**src/rtl/sram_bist_pkg.sv**
```systemverilog
// sram_bist shared types: FSM encoding, march element ids,
// SRAM op kinds and default widths.
package sram_bist_pkg;

  localparam int BW_DATA_D = 64;
  localparam int BW_ADDR_D = 6;
  localparam int BW_ERR_D  = 8;

  localparam logic [2:0] ST_IDLE = 3'd0;
  localparam logic [2:0] ST_M0   = 3'd1;
  localparam logic [2:0] ST_M1   = 3'd2;
  localparam logic [2:0] ST_M2   = 3'd3;
  localparam logic [2:0] ST_M3   = 3'd4;
  localparam logic [2:0] ST_M4   = 3'd5;
  localparam logic [2:0] ST_M5   = 3'd6;
  localparam logic [2:0] ST_DONE = 3'd7;

  typedef enum logic [2:0] {
    EL_NONE = 3'd0,
    EL_M1   = 3'd1,
    EL_M2   = 3'd2,
    EL_M3   = 3'd3,
    EL_M4   = 3'd4,
    EL_M5   = 3'd5
  } elem_e;

  typedef enum logic {
    OP_RD = 1'b0,
    OP_WR = 1'b1
  } op_e;

  function automatic elem_e st2elem(
    input logic [2:0] st
  );
    elem_e e;
    e = EL_NONE;
    case (st)
      ST_M1:   e = EL_M1;
      ST_M2:   e = EL_M2;
      ST_M3:   e = EL_M3;
      ST_M4:   e = EL_M4;
      ST_M5:   e = EL_M5;
      default: e = EL_NONE;
    endcase
    return e;
  endfunction

endpackage

```
**src/rtl/sram_bist_cmp.sv**
```systemverilog
// Read-data checker: compares each read one cycle later and
// keeps sticky fail, first-fail location and saturating count.
module sram_bist_cmp
  import sram_bist_pkg::*;
#(
  parameter int BW_DATA = BW_DATA_D,
  parameter int BW_ADDR = BW_ADDR_D,
  parameter int BW_ERR  = BW_ERR_D
)(
  input  logic               i_clk,
  input  logic               i_rst,
  input  logic               i_clr,
  input  logic               i_rd_vld,
  input  logic [BW_DATA-1:0] i_exp,
  input  logic [BW_ADDR-1:0] i_addr,
  input  elem_e              i_elem,
  input  logic [BW_DATA-1:0] i_rdata,
  output logic               o_fail,
  output logic [BW_ADDR-1:0] o_fail_addr,
  output logic [2:0]         o_fail_elem,
  output logic [BW_ERR-1:0]  o_err_cnt
);

  logic               r_vld;
  logic [BW_DATA-1:0] r_exp;
  logic [BW_ADDR-1:0] r_addr;
  elem_e              r_elem;
  logic               r_fail;
  logic [BW_ADDR-1:0] r_fail_addr;
  logic [2:0]         r_fail_elem;
  logic [BW_ERR-1:0]  r_err_cnt;
  logic               w_mis;
  logic               w_sat;

  // SRAM returns data the cycle after the read strobe
  assign w_mis = r_vld && (i_rdata != r_exp);
  assign w_sat = &r_err_cnt;

  always_ff @(posedge i_clk) begin
    if (i_rst || i_clr) begin
      r_vld       <= 1'b0;
      r_exp       <= '0;
      r_addr      <= '0;
      r_elem      <= EL_NONE;
      r_fail      <= 1'b0;
      r_fail_addr <= '0;
      r_fail_elem <= '0;
      r_err_cnt   <= '0;
    end else begin
      r_vld  <= i_rd_vld;
      r_exp  <= i_exp;
      r_addr <= i_addr;
      r_elem <= i_elem;
      if (w_mis) begin
        r_fail <= 1'b1;
        if (!w_sat) r_err_cnt <= r_err_cnt + 1'b1;
        if (!r_fail) begin
          r_fail_addr <= r_addr;
          r_fail_elem <= r_elem;
        end
      end
    end
  end

  assign o_fail      = r_fail;
  assign o_fail_addr = r_fail_addr;
  assign o_fail_elem = r_fail_elem;
  assign o_err_cnt   = r_err_cnt;

endmodule

```
**src/rtl/sram_bist.sv**
```systemverilog
// March C- BIST initiator for a single-port SRAM: sequences
// the elements and drives registered SRAM strobes.
module sram_bist
  import sram_bist_pkg::*;
#(
  parameter int BW_DATA = BW_DATA_D,
  parameter int BW_ADDR = BW_ADDR_D,
  parameter int BW_ERR  = BW_ERR_D
)(
  input  logic               i_clk,
  input  logic               i_rst,
  input  logic               i_start,
  input  logic [BW_DATA-1:0] i_bg,
  output logic [BW_ADDR-1:0] o_sram_addr,
  output logic [BW_DATA-1:0] o_sram_data,
  output logic               o_sram_wen,
  output logic               o_sram_oen,
  input  logic [BW_DATA-1:0] i_sram_data,
  output logic               o_busy,
  output logic               o_done,
  output logic               o_fail,
  output logic [BW_ADDR-1:0] o_fail_addr,
  output logic [2:0]         o_fail_elem,
  output logic [BW_ERR-1:0]  o_err_cnt
);

  localparam logic [BW_ADDR-1:0] A_LAST = '1;

  logic [2:0]         r_state;
  logic [2:0]         w_state_nx;
  logic [BW_ADDR-1:0] r_addr;
  logic [BW_ADDR-1:0] w_addr_nx;
  logic               r_ph;
  logic               w_ph_nx;
  logic [BW_DATA-1:0] r_bg;
  logic [BW_DATA-1:0] w_bg;
  logic [BW_DATA-1:0] w_pat;
  logic               w_start;
  logic               w_last;
  logic               w_zero;
  logic               w_vld;
  logic               w_one;
  op_e                w_op;
  logic               w_rd;
  logic               w_wr;
  logic               r_wen;
  logic               r_oen;
  logic [BW_ADDR-1:0] r_sram_addr;
  logic [BW_DATA-1:0] r_sram_data;
  logic [BW_DATA-1:0] r_exp;
  elem_e              r_elem;

  assign w_start = i_start &&
    (r_state == ST_IDLE || r_state == ST_DONE);
  assign w_bg   = w_start ? i_bg : r_bg;
  assign w_last = (r_addr == A_LAST);
  assign w_zero = (r_addr == '0);

  // r_ph: 0 = read slot, 1 = write slot (M5: final compare)
  always_comb begin
    w_state_nx = r_state;
    w_addr_nx  = r_addr;
    w_ph_nx    = r_ph;
    unique case (r_state)
      ST_IDLE, ST_DONE: begin
        if (w_start) begin
          w_state_nx = ST_M0;
          w_addr_nx  = '0;
          w_ph_nx    = 1'b0;
        end
      end
      ST_M0: begin
        if (w_last) begin
          w_state_nx = ST_M1;
          w_addr_nx  = '0;
        end else begin
          w_addr_nx = r_addr + 1'b1;
        end
      end
      ST_M1, ST_M2: begin
        w_ph_nx = ~r_ph;
        if (r_ph) begin
          if (w_last) begin
            w_state_nx = r_state + 3'd1;
            w_addr_nx  = (r_state == ST_M2) ? A_LAST : '0;
          end else begin
            w_addr_nx = r_addr + 1'b1;
          end
        end
      end
      ST_M3, ST_M4: begin
        w_ph_nx = ~r_ph;
        if (r_ph) begin
          if (w_zero) begin
            w_state_nx = r_state + 3'd1;
            w_addr_nx  = A_LAST;
          end else begin
            w_addr_nx = r_addr - 1'b1;
          end
        end
      end
      ST_M5: begin
        if (r_ph)        w_state_nx = ST_DONE;
        else if (w_zero) w_ph_nx    = 1'b1;
        else             w_addr_nx  = r_addr - 1'b1;
      end
      default: w_state_nx = ST_IDLE;
    endcase
  end

  always_comb begin
    w_vld = 1'b1;
    w_op  = OP_WR;
    w_one = 1'b0;
    unique case (w_state_nx)
      ST_M0: begin
        w_op = OP_WR;
      end
      ST_M1, ST_M3: begin
        w_op  = w_ph_nx ? OP_WR : OP_RD;
        w_one = w_ph_nx;
      end
      ST_M2, ST_M4: begin
        w_op  = w_ph_nx ? OP_WR : OP_RD;
        w_one = ~w_ph_nx;
      end
      ST_M5: begin
        w_op  = OP_RD;
        w_vld = ~w_ph_nx;
      end
      default: w_vld = 1'b0;
    endcase
  end

  assign w_pat = w_one ? ~w_bg : w_bg;
  assign w_rd  = w_vld && (w_op == OP_RD);
  assign w_wr  = w_vld && (w_op == OP_WR);

  always_ff @(posedge i_clk) begin
    if (i_rst) begin
      r_state     <= ST_IDLE;
      r_addr      <= '0;
      r_ph        <= 1'b0;
      r_bg        <= '0;
      r_wen       <= 1'b1;
      r_oen       <= 1'b1;
      r_sram_addr <= '0;
      r_sram_data <= '0;
      r_exp       <= '0;
      r_elem      <= EL_NONE;
    end else begin
      r_state     <= w_state_nx;
      r_addr      <= w_addr_nx;
      r_ph        <= w_ph_nx;
      if (w_start) r_bg <= i_bg;
      r_wen       <= ~w_wr;
      r_oen       <= ~w_rd;
      r_sram_addr <= w_vld ? w_addr_nx : '0;
      r_sram_data <= w_wr ? w_pat : '0;
      r_exp       <= w_rd ? w_pat : '0;
      r_elem      <= w_rd ? st2elem(w_state_nx) : EL_NONE;
    end
  end

  assign o_sram_addr = r_sram_addr;
  assign o_sram_data = r_sram_data;
  assign o_sram_wen  = r_wen;
  assign o_sram_oen  = r_oen;
  assign o_busy = (r_state != ST_IDLE) && (r_state != ST_DONE);
  assign o_done = (r_state == ST_DONE);

  sram_bist_cmp #(
    .BW_DATA (BW_DATA),
    .BW_ADDR (BW_ADDR),
    .BW_ERR  (BW_ERR)
  ) u_cmp (
    .i_clk       (i_clk),
    .i_rst       (i_rst),
    .i_clr       (w_start),
    .i_rd_vld    (~r_oen),
    .i_exp       (r_exp),
    .i_addr      (r_sram_addr),
    .i_elem      (r_elem),
    .i_rdata     (i_sram_data),
    .o_fail      (o_fail),
    .o_fail_addr (o_fail_addr),
    .o_fail_elem (o_fail_elem),
    .o_err_cnt   (o_err_cnt)
  );

endmodule

```
**config.mk**
```make
export PLATFORM = sky130hd
export DESIGN_NAME = sram_bist
export DESIGN_NICKNAME = d
export VERILOG_FILES = /design/src/rtl/sram_bist_pkg.sv /design/src/rtl/sram_bist_cmp.sv /design/src/rtl/sram_bist.sv
export SDC_FILE = /design/constraint.sdc
export NUM_CORES = 1
export LEC_CHECK = 0
export BUFFER_PORTS_ARGS = -buffer_cell sky130_fd_sc_hd__buf_4
export CORE_ASPECT_RATIO = 1.25
export CORE_MARGIN = 4
export CORE_UTILIZATION = 40
export CTS_CLUSTER_DIAMETER = 60
export CTS_CLUSTER_SIZE = 10
export DETAILED_ROUTE_END_ITERATION = 10
export PLACE_DENSITY = 0.65
export SYNTH_ARGS = -nofsm -noshare
export SYNTH_HDL_FRONTEND = slang
export SYNTH_SLANG_ARGS = --single-unit
```
**constraint.sdc**
```tcl
create_clock -name i_clk -period 10.3 [get_ports i_clk]
set_clock_uncertainty 0.2 [all_clocks]
set_input_delay 0.515 -clock i_clk [delete_from_list [all_inputs] [get_ports i_clk]]
set_output_delay 0.515 -clock i_clk [all_outputs]
set_load 0.01 [all_outputs]
```
; Word-level counts from Yosys, hierarchy flattened
; Cells that the tools add are included.
[word_totals]
reg_bits = 305
in_bits = 131
output_inout_bits = 92
[classes]
add_sub_neg = 4
n_eq_ne = 16
n_mux = 29
n_bitwise = 10
n_reduce_logical = 24
[op_table]
columns = cell, count
row1 = 2-to-1 mux 64 bit, 2
row2 = != test 64 bit, 1
row3 = inverter 64 bit, 1
row4 = 2-to-1 mux 6 bit, 9
row5 = one-hot mux 3 bit (5 select lines), 2
row6 = one-hot mux 6 bit (5 select lines), 1
row7 = equality test 3 bit (second input constant), 7
row8 = 2-to-1 mux 3 bit, 7
row9 = OR reduction 2 bit, 8
row10 = equality test 3 x 2 -> 1 bit (second input constant), 4
row11 = inverter 1 bit, 9
row12 = adder 8 x 1 -> 8 bit (second input constant), 1
row13 = AND reduction 8 bit, 1
row14 = OR reduction 4 bit, 2
row15 = adder 6 x 1 -> 6 bit (second input constant), 1
row16 = equality test 3 x 1 -> 1 bit (second input constant), 2
row17 = equality test 6 bit (second input constant), 1
row18 = zero test 6 bit, 1
row19 = one-hot mux 1 bit (2 select lines), 3
row20 = subtractor 6 x 1 -> 6 bit (second input constant), 1
row21 = logical AND 1 bit, 5
row22 = OR reduction 5 bit, 1
row23 = 2-to-1 mux 1 bit, 4
row24 = AND reduction 2 bit, 2
row25 = 6 further kinds, 7

; Longest topological paths before layout
; Gate-level depths: netlist of the first run.
[depth]
ltp_word = 12
depth_mapped = 13
ltp_nobuf = 11

; Hierarchy
; Synthesis of the first run repeated with hierarchy kept, for this count alone.
[hier_totals]
cells_unflattened = 1215
area_unflattened_um2 = 12634.6
[by_module_without_submodules]
columns = mod, n_inst, cells_per_inst, area_each_um2
row1 = sram_bist, 1, 878, 9132.5
row2 = sram_bist_cmp, 1, 337, 3502.1

; Worst setup path before layout of the first run
; No wires, ideal clock.
[synth_timing]
path_type = register -> register
from = register r_addr[0]
to = register r_sram_data[15], in the netlist o_sram_data[15]
arrival_ns = 3.212
required_ns = 9.968
setup_slack_ns = 6.756
stages_incl_launch_ff = 14
path_buffers = 2
synth_period_minus_slack_ns = 3.544
cell_sequence = dfxtp_1 ha_1 nand3_1 nor2_1 inv_1 ha_1 a311oi_1 a211oi_1 a221o_1 xnor2_1 buf_2 clkbuf_1 o21a_1 nor3_1
[synth_between]
elab_chain_len = 10
[synth_lines]
columns = item, line_no
row1 = from (decl), sram_bist.sv:31  ; logic [BW_ADDR-1:0] r_addr;
row2 = from (signal assigned), sram_bist.sv:153  ; r_addr <= w_addr_nx;
row3 = equality test 6 bit / zero test 6 bit (equally long branches), "sram_bist.sv:56, sram_bist.sv:57"
row4 = 2-to-1 mux 3 bit (on tied branches), "sram_bist.sv:83, sram_bist.sv:94"
row5 = 2-to-1 mux 3 bit (on tied branches), "sram_bist.sv:82, sram_bist.sv:93"
row6 = one-hot mux 3 bit (5 select lines), sram_bist.sv:64  ; unique case (r_state)
row7 = "equality test 3 bit, or another cell as far along", sram_bist.sv:115  ; unique case (w_state_nx)
row8 = OR reduction 5 bit (no line) / OR reduction 4 bit (equally long branches), n/a
row9 = one-hot mux 1 bit (2 select lines), sram_bist.sv:115
row10 = logical AND 1 bit, sram_bist.sv:137  ; assign w_wr = w_vld && (w_op == OP_WR);
row11 = inverter 1 bit (no line), n/a
row12 = OR reduction 2 bit (no line), n/a
row13 = to (signal assigned), sram_bist.sv:159  ; r_sram_data <= w_wr ? w_pat : '0;
row14 = to (decl), sram_bist.sv:49  ; logic [BW_DATA-1:0] r_sram_data;
; Parallel ways exist; a longest one is shown, timed or not.
; A chain may end at the register's enable or synchronous reset.

; Worst setup path in the final report of the first run
[layout_timing]
from = register r_addr[0]
to = register r_sram_data[7], in the netlist o_sram_data[7]
; Same word-level chain as after synthesis.

==> impl_results.md, run 1 <==
- Post-synth top flop: dfxtp_1
- Minimum clock period: 4945 ps
- Tightest Pin Transition: 1049 ps
- Setup CP Type: reg -> reg
- CTS H-tree depth: 2
- Avg Cell Area, Syn: 9.878 um^2
- Crit Path Max Fanout: 46
- Number of synthesized flops with an enable pin: 0
- Hold-fix buffers at CTS: 0
- First-pass GRT wire length: 50560 um
- Cell area after synthesis: 11590 um^2
- Fin util: 50.86%
- Placed Area: 13450 um^2
- CTS tree: built
- Period utilisation layout: 48.01%
- CTS buffer count: 37
- Initial antenna violation count: 0
- Routed Antenna Nets: 0
- Reg-to-reg startpoint: r_addr[0]
- RSZ-0062 raised after global routing: no
- Pin count of the biggest net entering global routing: 95
- RePlAce Congestion: 0.8312
- Starting Density: 40.67%
- Post-Syn Instances: 1173
- Pins Over Slew Limit: 0
- Worst skew pair latency: 500 ps
- NumNets Final: 1501
- DR vias: 9075
- Max-cap viol count: 0
- Status: finished, final reports clean
- Count of different cell masters after synthesis: 56
- FF+latch count, synth: 305
- CTS resizes: 0
- Leakage power: 0.006019 uW
- Drt first-iter violations: 480
- Design area: 14490 um^2
- HP Class: in -> reg
- Pwr dens: 228.6 nW/um^2
- Worst slew margin relative to its limit: 30.04%
- Hold Slack: 97.13 ps
- Required time worst endpoint: 10460 ps
- Final WL: 32370 um
- Yosys warns: 0
- # IOs: 223
- Setup tns final: 0 ps
- R2r setup slk: 5350 ps
- Die extent in y: 198.3 um
- RR Endpoint: o_sram_data[7]
- Clock Sinks: 305
- Async set-or-reset flop fraction in the synthesized netlist: 0%
- Seq/Total Area, Yosys: 52.69%
- Worst Path Arrival: 5100 ps
- Setup violations, final: 0
- Crit. End Element: flop
- Area of the core: 28490 um^2
- Width of the die: 160.2 um
- Reg2Reg Depth: 12
- Final Hold Vio Count: 0
- Syn_nets: 1315
- Post-synth top area share: 52.69%
- Total GRT Usage: 19.76%
- Postcts setup bufs: 0
- Startpoint types: flop
- Fmax: 0.2022 GHz
- Gr ovfl total: 0
- Hold Path Depth: 3
- Longest Clk Path Bufs: 3
- Row count: 69
- Largest cells by area after synthesis: dfxtp_1 (53%), nor3_1 (8.0%), mux2i_1 (6.7%), xnor2_1 (5.1%), o21a_1 (4.3%)
- Vias/cell: 5.276
- Total die area: 31770 um^2
- Layout area overhead: 25.05%
- Hold path endpoint: r_bg[8]
- Fillers: 2667
- Worst-path clk slew: 50 ps
- Drt wl/cell: 18.82 um
- Number of global-route vias before repair: 9166
- Number of port buffers: 222
- Detailed Place HPWL: 21810 um
- Peak VDD IR: 0.1641 mV
- Detailed Routing Iterations Pass 1: 5
- Share of layout cells above drive strength 1: 22.86%
- Yosys top cell by area: dfxtp_1
- Ant. Diodes: 0
- CTS root buf: clkbuf_16
- DRC Markers: 0
- Total power draw: 3313 uW
- Hold Crit Start: i_bg[8]
## cells in the mapped netlist, drive strengths merged (3+ instances only)
cell type    n
nand2       15
a31oi        8
nor2b        4
inv         10
a41oi        3
nand2b       5
a311oi       4
nor2       101
mux2i       77
buf         39
o21a        66
clkbuf      48
and3        79
or3          4
dfxtp      305
nor4         6
nor3       205
xnor2       68
o21ai       15
nand4       19
a21oi       22
and2         9
ha          11
xor2         4
a2111oi      3
o31ai        5
nand3       11
## per-layer routing
metal | routed length [um] | vias up | GRT usage (%)
met5 | 0 | - | 0
met4 | 790 | 0 | 5.929
met3 | 1708 | 57 | 4.289
li1 | - | 4514 | -
met1 | 13780 | 4256 | 24.33
met2 | 16090 | 248 | 34.83
## cell usage in the layout (no fill, tap or decap), drive strengths merged, types with 3 or more instances in the layout
cell	instances
nor2	101
inv	10
nand2	15
nand3	11
nand2b	5
and3	79
buf	234
a21oi	22
a31oi	8
ha	11
xor2	4
o21ai	15
dfxtp	305
clkbuf	41
a41oi	3
nor2b	4
a311oi	4
nor3	205
xnor2	68
or3	4
nand4	19
a2111oi	3
nor4	6
and2	9
mux2i	77
clkinv	3
o31ai	5
o21a	66
## area by class of cell
type                    count  area, um^2  share of cell area [%]
inverters                  10       37.54                  0.2590
well taps                 355       444.2                   3.065
multi-input cells         771        5107                   35.25
repair buffers            234        1757                   12.12
flip-flops and latches    305        6106                   42.14
clock buffers              41       982.2                   6.778
clock inverters             4       56.30                  0.3886
## flip-flops by register name, summed over array words and instances, names as in the netlist, 3 cells and up
signal and cells:
o_sram_data 64, r_bg 64, r_exp 64, u_cmp.r_exp 64, u_cmp.o_err_cnt 8, o_sram_addr 6, r_addr 6, u_cmp.o_fail_addr 6
u_cmp.r_addr 6, r_elem 3, r_state 3, u_cmp.o_fail_elem 3, u_cmp.r_elem 3
## per-stage QoR
| stage | cells | setup slack [ps] |
|---|---|---|
| 6_report | 1720 | 5355 |
| 5_1_grt | 1720 | 4836 |
| 4_1_cts | 1720 | 5337 |
| 3_5_place_dp | 1675 | 5405 |
| 3_3_place_gp | 1675 | 5520 |
| 2_1_floorplan | 1173 | 6756 |
## critical path: stages (launching register included)
cell and delay, ps:
dfxtp_1 520, ha_1 320, nand3_1 200, nor2_1 460
inv_1 250, ha_1 330, a311oi_1 100, a2111oi_0 330
a221o_1 350, nor3_1 140, o31ai_4 790, buf_4 630
nor3_1 150
## cells by family (layout without fill, tap and decap cells)
logic type               count (synthesis)  in the layout  synth area share (%)
AO/OA/AOI/OAI                          143            143                 8.876
XOR/XNOR                                72             72                 5.442
adder cells (fa/ha/maj)                 11             11                 1.188
buffers and inverters                   97            289                 3.574
flip-flops                             305            305                 52.69
multiplexers                            78             78                 6.749
AND/OR/NAND/NOR                        467            467                 21.48
## power breakdown
part	switching [uW]	leakage, uW	internal, uW
Sequential	43.9	0.00247	1280
Clock	451	0.000513	693
Combinational	552	0.00303	296
## how the worst max path moves through the flow
stage / start / to / slack, ps
finish: r_addr[0] / o_sram_data[7] / 5350
global placement: r_addr[0] / o_sram_data[1] / 5520
global route: r_addr[0] / o_sram_data[17] / 4840
detailed placement: r_addr[0] / o_sram_data[7] / 5410
CTS: r_addr[0] / o_sram_data[7] / 5340
floorplan: r_addr[0] / o_sram_data[15] / 6760
No activity file was read; power rests on OpenSTA's default activity.
==> run 2, diff against run 1 <==
PLACE_DENSITY = 0.67   (was 0.65)
clock period = 4.1 ns   (was 10.3 ns; I/O delays follow)
==> run 2 against run 1 <==
  * Die area unchanged
  * Worst setup slack got worse by 5000 ps
  * Count of clock-buffer cells in the layout decreased by 1
  * Fmax increased by 31%
  * Utilization increased by 3.7 points
  * Sequential share of layout area decreased by 2.9 points
  * Routed wire length increased by 3.1%
  * Worst hold slack improved by 86 ps
  * Global-route usage increased by 0.56 points
  * Sequential power increased to 2.5 times the previous value
  * Critical path type unchanged
==> impl_results.md, run 2 (synthesis gave the netlist of run 1 again) <==
- Die extent in y: 198.3 um
- First-pass GRT wire length: 52360 um
- Gr ovfl total: 0
- RePlAce Congestion: 0.8548
- Share of layout cells above drive strength 1: 23.55%
- Slowest stage cell, crit path: a2111o_2
- NumNets Final: 1599
- DR vias: 9443
- CP peak stage delay: 560 ps
- Reg2Reg Depth: 12
- Fin worst setup slack: 314.9 ps
- CP delay by family, top: compound AO/OA/AOI/OAI gates
- Buf+Inv Stages, Crit Path: 4
- Drt wl/cell: 18.36 um
- Critical path depth in cells: 12
- Total GRT Usage: 20.32%
- Area of the multi-input gates: 5119 um^2
- Required time worst endpoint: 4310 ps
- Critical-path cell list: inv_1 -> ha_1 -> o21ai_0 -> buf_4 -> a41oi_1 -> a2111oi_0 -> a221o_1 -> buf_4 -> nor2b_1 -> a2111o_2 -> buf_4 -> nor3_1
- Fillers: 2521
- # IOs: 223
- Worst Setup SP: r_state[0]
- Worst slew margin relative to its limit: 22.32%
- Longest Clk Path Bufs: 3
- Vias/cell: 5.194
- Number of global-route vias before repair: 9660
- Most common cell after layout, fill and taps aside: dfxtp_1
- Design area: 15550 um^2
- Layout area overhead: 34.22%
- Worst-path clk slew: 50 ps
- Setup violations, final: 0
- Pwr dens: 556.3 nW/um^2
- Crit Path Max Fanout: 20
- Crit. End Element: flop
- R2r setup slk: 310 ps
- Final Hold Vio Count: 0
- Worst Setup EP: r_exp[61]
- Leakage power: 0.006512 uW
- HP Class: in -> reg
- Dpl ws: 284.7 ps
- CTS H-tree depth: 2
- Sequential cell area: 6106 um^2
- Pins Over Slew Limit: 0
- Row count: 69
- Peak VDD IR: 0.3467 mV
- Layout Cells excl Fill: 1818
- Period utilisation layout: 92.32%
- Reg-to-reg startpoint: r_state[0]
- Most frequent cells in the layout: dfxtp_1 (305), buf_4 (253), nor3_1 (185), nor2_1 (100), and3_1 (79)
- CTS buffer count: 37
- Pin count of the biggest net entering global routing: 78
- Area of the core: 28490 um^2
- Placed Instances: 1709
- Fmax: 0.2642 GHz
- Clock Sinks: 305
- Detailed Routing Iterations Pass 1: 5
- Routed Antenna Nets: 0
- Max-cap viol count: 0
- Total die area: 31770 um^2
- Tightest Pin Transition: 1165 ps
- Fin util: 54.59%
- Minimum clock period: 3785 ps
- Initial antenna violation count: 3
- Postcts setup bufs: 0
- Worst skew pair latency: 510 ps
- RR Endpoint: r_exp[61]
- DRC Markers: 0
- CTS root buf: clkbuf_16
- Number of port buffers: 222
- Setup CP Type: reg -> reg
- Placed Area: 13890 um^2
- Cell mode on critical path: buf_4
- Detailed Place HPWL: 22710 um
- Drt first-iter violations: 508
- Width of the die: 160.2 um
- Worst Path Arrival: 3990 ps
- Startpoint types: flop
- Starting Density: 40.67%
- CTS tree: built
- RSZ-0062 raised after global routing: no
- Status: finished, final reports clean
- Final WL: 33380 um
- Setup tns final: 0 ps
## run 2: timing repair
item / in CTS / in global routing
endpoints found under the setup margin: 0 / 1
hold endpoints to repair: 141 / 0
hold buffers: 64 / 0
gates resized for setup: 0 / 1
## run 2: worst min path at each step
| stage | slack, ps | endpoint | from | depth (start not counted) |
|---|---|---|---|---|
| floorplan | 80 | r_addr[0] | i_rst | 1 |
| global placement | 230 | u_cmp.r_vld | o_sram_oen | 1 |
| detailed placement | 230 | u_cmp.r_vld | o_sram_oen | 1 |
| CTS | 160 | r_state[2] | i_start | 5 |
| global route | 200 | r_state[2] | i_start | 5 |
| finish | 180 | r_state[2] | i_start | 5 |
## run 2: tightest hold or removal path, delay by kind of cell
kind	cells	cell delay [ps]
buffers and inverters	1	130
AND/OR/NAND/NOR	4	520
## run 2: area by class of cell
cell class,instances,share of cell area [%]
flip-flops and latches,305,39.26
multi-input cells,771,32.91
repair buffers,332,18.26
clock buffers,40,6.227
well taps,355,2.856
inverters,10,0.2414
clock inverters,3,0.2092
diodes,2,0.03218
## run 2: through the flow
step	hold WS [ps]	total power [uW]
after detailed placement	229.1	5838
final	183.6	8651
after global routing	202.0	9070
after global placement	232.0	5817
after floorplan	82.02	4785
after CTS	163.7	8714
## run 2: per-layer routing
layer / part of all wire (%) / GRT usage, % / wire length [um]
met2: 49 / 35.65 / 16440
met5: 0.060 / 0 / 20
met3: 5.7 / 4.476 / 1903
met1: 42 / 24.67 / 14130
met4: 2.6 / 7.141 / 880
## run 2: where the power goes
| group | internal, uW | switching [uW] |
|---|---|---|
| Clock | 1660 | 1140 |
| Sequential | 3210 | 97.4 |
| Combinational | 1050 | 1500 |
